==> src/rtl/booth_r4_seq_mult_ctrl.sv <==
// Sequential radix-4 Booth multiplier: one Booth digit per cycle through a single 2*W-bit adder,
// with valid/ready handshakes on operand and product sides and optional early exit on zero digits.
module booth_r4_seq_mult_ctrl #(
    parameter int W         = 32,
    parameter bit SKIP_ZERO = 1'b1
) (
    input  logic                             clk,
    input  logic                             rst,
    input  logic                             in_valid,
    output logic                             in_ready,
    input  logic [W-1:0]                     in_a,
    input  logic [W-1:0]                     in_b,
    output logic                             out_valid,
    input  logic                             out_ready,
    output logic [2*W-1:0]                   out_product,
    output logic [$clog2((W/2)+1)-1:0]       out_cycles,
    output logic                             busy
);

    localparam int N  = W / 2;
    localparam int PW = 2 * W;
    localparam int CW = $clog2(N + 1);

    typedef enum logic [1:0] {
        S_IDLE = 2'd0,
        S_RUN  = 2'd1,
        S_DONE = 2'd2
    } state_t;

    state_t          state_r;
    state_t          state_next_s;
    logic [PW-1:0]   acc_r;
    logic [PW-1:0]   a_sh_r;
    logic [W:0]      q_r;
    logic [W:0]      q_next_s;
    logic [CW-1:0]   cnt_r;
    logic [PW-1:0]   mag_s;
    logic [PW-1:0]   addend_s;
    logic [PW-1:0]   sum_s;
    logic [2:0]      dig_s;
    logic            neg_s;
    logic            acc_en_s;
    logic            load_s;
    logic            step_s;
    logic            last_s;
    logic            in_ready_r;
    logic            out_valid_r;
    logic            busy_r;
    logic [PW-1:0]   out_product_r;
    logic [CW-1:0]   out_cycles_r;

    // Booth digit decode, returned as {negative, times_two, times_one}.
    function automatic logic [2:0] booth_dec(input logic [2:0] trip);
        logic [2:0] res;
        case (trip)
            3'b001, 3'b010: res = 3'b001;
            3'b011:         res = 3'b010;
            3'b100:         res = 3'b110;
            3'b101, 3'b110: res = 3'b101;
            default:        res = 3'b000;
        endcase
        return res;
    endfunction

    // Digit datapath: the multiplicand register already carries the 2*cnt shift.
    always_comb begin
        dig_s    = booth_dec(q_r[2:0]);
        neg_s    = dig_s[2];
        acc_en_s = dig_s[1] | dig_s[0];
        mag_s    = dig_s[1] ? (a_sh_r << 1) : a_sh_r;
        addend_s = neg_s ? ~mag_s : mag_s;
        sum_s    = acc_r + addend_s + {{(PW-1){1'b0}}, neg_s};
        q_next_s = {{2{q_r[W]}}, q_r[W:2]};
        if (cnt_r == CW'(N - 1)) begin
            last_s = 1'b1;
        end else if (SKIP_ZERO && ((q_next_s == '0) || (q_next_s == '1))) begin
            last_s = 1'b1;
        end else begin
            last_s = 1'b0;
        end
    end

    // Next-state and control strobes.
    always_comb begin
        state_next_s = state_r;
        load_s       = 1'b0;
        step_s       = 1'b0;
        case (state_r)
            S_IDLE: begin
                if (in_valid && in_ready_r) begin
                    load_s       = 1'b1;
                    state_next_s = S_RUN;
                end else begin
                    state_next_s = S_IDLE;
                end
            end
            S_RUN: begin
                step_s = 1'b1;
                if (last_s) begin
                    state_next_s = S_DONE;
                end else begin
                    state_next_s = S_RUN;
                end
            end
            S_DONE: begin
                if (out_ready) begin
                    state_next_s = S_IDLE;
                end else begin
                    state_next_s = S_DONE;
                end
            end
            default: state_next_s = S_IDLE;
        endcase
    end

    // State register and registered handshake/status flags.
    always_ff @(posedge clk or posedge rst) begin
        if (rst) begin
            state_r     <= S_IDLE;
            in_ready_r  <= 1'b1;
            out_valid_r <= 1'b0;
            busy_r      <= 1'b0;
        end else begin
            state_r     <= state_next_s;
            in_ready_r  <= (state_next_s == S_IDLE);
            out_valid_r <= (state_next_s == S_DONE);
            busy_r      <= (state_next_s != S_IDLE);
        end
    end

    // Operand shift registers and digit counter.
    always_ff @(posedge clk or posedge rst) begin
        if (rst) begin
            a_sh_r <= '0;
            q_r    <= '0;
            cnt_r  <= '0;
        end else if (load_s) begin
            a_sh_r <= {{W{in_a[W-1]}}, in_a};
            q_r    <= {in_b, 1'b0};
            cnt_r  <= '0;
        end else if (step_s) begin
            a_sh_r <= a_sh_r << 2;
            q_r    <= q_next_s;
            cnt_r  <= cnt_r + CW'(1);
        end
    end

    // Accumulator only clocks on non-zero digits so idle digits cause no toggling.
    always_ff @(posedge clk or posedge rst) begin
        if (rst) begin
            acc_r <= '0;
        end else if (load_s) begin
            acc_r <= '0;
        end else if (step_s && acc_en_s) begin
            acc_r <= sum_s;
        end
    end

    // Result capture on the exiting RUN edge.
    always_ff @(posedge clk or posedge rst) begin
        if (rst) begin
            out_product_r <= '0;
            out_cycles_r  <= '0;
        end else if (step_s && last_s) begin
            out_product_r <= acc_en_s ? sum_s : acc_r;
            out_cycles_r  <= cnt_r + CW'(1);
        end
    end

    assign in_ready    = in_ready_r;
    assign out_valid   = out_valid_r;
    assign busy        = busy_r;
    assign out_product = out_product_r;
    assign out_cycles  = out_cycles_r;

endmodule

==> config.mk <==
export PLATFORM = sky130hd
export DESIGN_NAME = booth_r4_seq_mult_ctrl
export DESIGN_NICKNAME = d
export VERILOG_FILES = /design/src/rtl/booth_r4_seq_mult_ctrl.sv
export SDC_FILE = /design/constraint.sdc
export NUM_CORES = 1
export LEC_CHECK = 0
export CORE_MARGIN = 1.5
export CORE_UTILIZATION = 55
export CTS_CLUSTER_DIAMETER = 40
export DETAILED_ROUTE_END_ITERATION = 8
export GPL_ROUTABILITY_DRIVEN = 0
export HOLD_SLACK_MARGIN = 0.05
export PLACE_DENSITY = 0.76
export SLEW_MARGIN = 20
export SYNTH_ARGS = -nofsm -noshare
export SYNTH_HDL_FRONTEND = slang
export SYNTH_SLANG_ARGS = --single-unit
==> constraint.sdc <==
create_clock -name clk -period 11.75 [get_ports clk]
set_input_delay 1.175 -clock clk [delete_from_list [all_inputs] [get_ports clk]]
set_output_delay 1.175 -clock clk [all_outputs]
set_load 0.01 [all_outputs]
==> reports/metrics.csv <==
metric,value,unit
outcome,completed,
ys.flop_type,dfrtp_1,
root_buffer,clkbuf_16,
highest_layer,met5,
cts_buffer_depth,3,
h-tree-depth,2,
synth_edf_count,0,
crit_top_cell,a21o_1,
cts.clk_slew.worst_paths,0.05,ns
synth_cell_types,74,
netlist_instances,1878,
fillerInstances,2245,
clock_sink_count,240,
timing.fmax,195,MHz
cp_num_buf_inv,2,
ys_ff_latch,240,
core,27900,um2
die_x,171,um
yosys_warnings,0,
vias_per_cell,6.04,
pre_cts_ws,6.73,ns
initial_core_util,0.560,
start_kind,register,
syn_nets,2020,
post-route-min-period,5.14,ns
slowest_delay,0.81,ns
drc,0,
worstPathCellList,inv_1 > ha_1 > a21oi_4 > buf_4 > mux2i_1 > xor2_1 > ha_1 > a21o_1 > a21o_1 > a21o_1 > o2111a_1 > o2111ai_1 > a21o_1 > a41oi_2 > a21boi_1 > mux2i_1 > nand3_1,
whs,0.480,ns
post_cts_buffers,0,
firstDrtPassIters,6,
drv_slew,0,
cts_resized,0,
yosysSeqAreaShare,0.385,
rsz0062_at_grt,no,
areaGrowthSynthToFinish,17.6,%
maxCapViolCount,0,
end_kind,register,
syn_avg_cell_area,8.31,um2
crit_type,reg -> reg,
ant_nets,0,
cts_tree,yes,
grt_pass1_vias,13700,
wire_per_inst,18.2,um
synth_area,15600,um2
clock_latency,0.52,ns
async_reset_ff_frac,1.00,
final.setup.tns,0,ns
max_slew_margin,0.267,
crit_family,compound AO/OA/AOI/OAI gates,
critPathArrivalTime,5.53,ns
tightestPinTransition,1.10,ns
wl_met1,19200,um
io_buffers,139,
fin_crit_sh,0.437,
hold_buffers,0,
drive_gt1_frac,0.0562,
min_path_type,reg -> reg,
grtUsageTotal,0.300,
hpwl,29200,um
finalHoldViolCount,0,
drtIter0Drc,1245,
wl_met2,18700,um
fin_nets,2077,
fin_worst_skew,0.0181,ns
worst-path-max-fanout,67,
drt-total-wl,42500,um
grt_overflow,0,
crit_required,12.14,ns
numCtsBuffers,34,
dieHeight,171,um
ios,140,
dieArea,29400,um2
grt_pass1_wl,70400,um
antenna_found_initial,2,
slowest_stage,buf_4,
met3_length,3360,um
post-route-util,0.659,
rows,61,
grt_max_degree,103,
vias,14100,
worst_slack,6.61,ns
setup_violations,0,
-- cell usage in the layout, fill, tap and decap left out, types with 15 or more instances in the layout --
master	n
a31oi_1	89
nand3_1	103
nand4_1	26
clkdlybuf4s50_1	139
nand2_1	437
a22oi_1	46
a21o_1	39
and3_1	15
nor3_1	18
xnor2_1	31
dfrtp_1	239
clkbuf_16	35
o21ai_0	77
xor2_1	99
mux2i_1	67
nor2_1	102
inv_1	23
a21oi_1	104
ha_1	73
-- stage by stage --
stage	cells	cell area (um2)
3_5_place_dp	2277	17100
4_1_cts	2337	18300
5_1_grt	2337	18300
2_1_floorplan	1878	15600
3_3_place_gp	2277	17100
6_report	2338	18300
-- state kept, by name, summed over array words and instances, names as in the netlist --
name and flops:
in_ready 1, a_sh_r 64, out_cycles 5, out_product 64, cnt_r 5, state_r 2, busy 1, q_r 33
acc_r 64, out_valid 1
-- worst reg2reg max path: cells and delay by family, from the launching register on --
family	cells	cell delay [ns]
AOI/OAI and AO/OA	9	2.22
buffers and inverters	2	0.90
adders and majority gates	2	0.75
muxes	2	0.59
DFF	1	0.37
xor gates and xnor gates	1	0.10
and+or+nand+nor	1	0.08
-- Yosys cell counts (3+ instances only) --
library cell	count	share of area
nand2_1	439	0.11
dfrtp_1	239	0.38
a21oi_1	105	0.034
nor2_1	105	0.025
nand3_1	104	0.033
xor2_1	99	0.056
clkbuf_1	97	0.023
a31oi_1	89	0.036
o21ai_0	77	0.025
ha_1	73	0.059
mux2i_1	67	0.043
a22oi_1	46	0.022
a21o_1	39	0.019
xnor2_1	31	0.017
nand4_1	26	0.010
inv_1	24	0.0058
buf_2	18	0.0058
nor3_1	18	0.0058
and3_1	16	0.0064
o211ai_1	13	0.0063
o21ai_1	13	0.0042
buf_1	10	0.0024
nor4_1	10	0.0040
o21bai_1	10	0.0048
nor2b_1	9	0.0036
o21a_1	9	0.0043
and2_1	8	0.0032
a211oi_1	6	0.0029
a21boi_0	6	0.0029
nand2b_1	6	0.0024
a211o_1	4	0.0022
a21oi_2	3	0.0017
o31ai_1	3	0.0014
or3_1	3	0.0012
-- area by class of cell --
cell class,count,area [um2],share of cell area
Clock inverter,20,309,0.0168
Tap cell,378,473,0.0258
Antenna cell,1,2.50,0.000136
Multi-Input combinational cell,1484,9060,0.494
Clock buffer,40,915,0.0499
Sequential cell,240,6010,0.327
Timing Repair Buffer,151,1480,0.0808
Inverter,24,97.6,0.00532
-- cell families (layout without fill, tap and decap cells) --
group,count (synthesis),count (layout),synth area share
flops,240,240,0.385
buf+inv,154,235,0.0400
xor+xnor,130,130,0.0730
simple gates,757,757,0.209
fa+ha+maj,74,74,0.0598
mux,68,68,0.0440
compound gates,455,455,0.189
other cells,0,1,0
-- final timing paths --
check,startpoint,to,slack (ns),depth (start not counted)
hold / removal,out_product[20],out_product[20],0.48,2
max in group asynchronous,rst,acc_r[36],8.39,4
setup / recovery,q_r[0],out_product[56],6.61,17
min in group asynchronous,rst,q_r[11],1.15,2
setup reg to reg,q_r[0],out_product[56],6.61,17
hold reg to reg,out_product[20],out_product[20],0.48,2
-- per-layer routing --
metal	vias up	GRT usage
met1	6739	0.430
met4	2	0.102
met2	558	0.458
met5	-	0
met3	94	0.0548
li1	6724	-
Power is left out: the tool's default activity adds up to more than one toggle a clock period on the data nets, which glitch-free logic cannot reach.
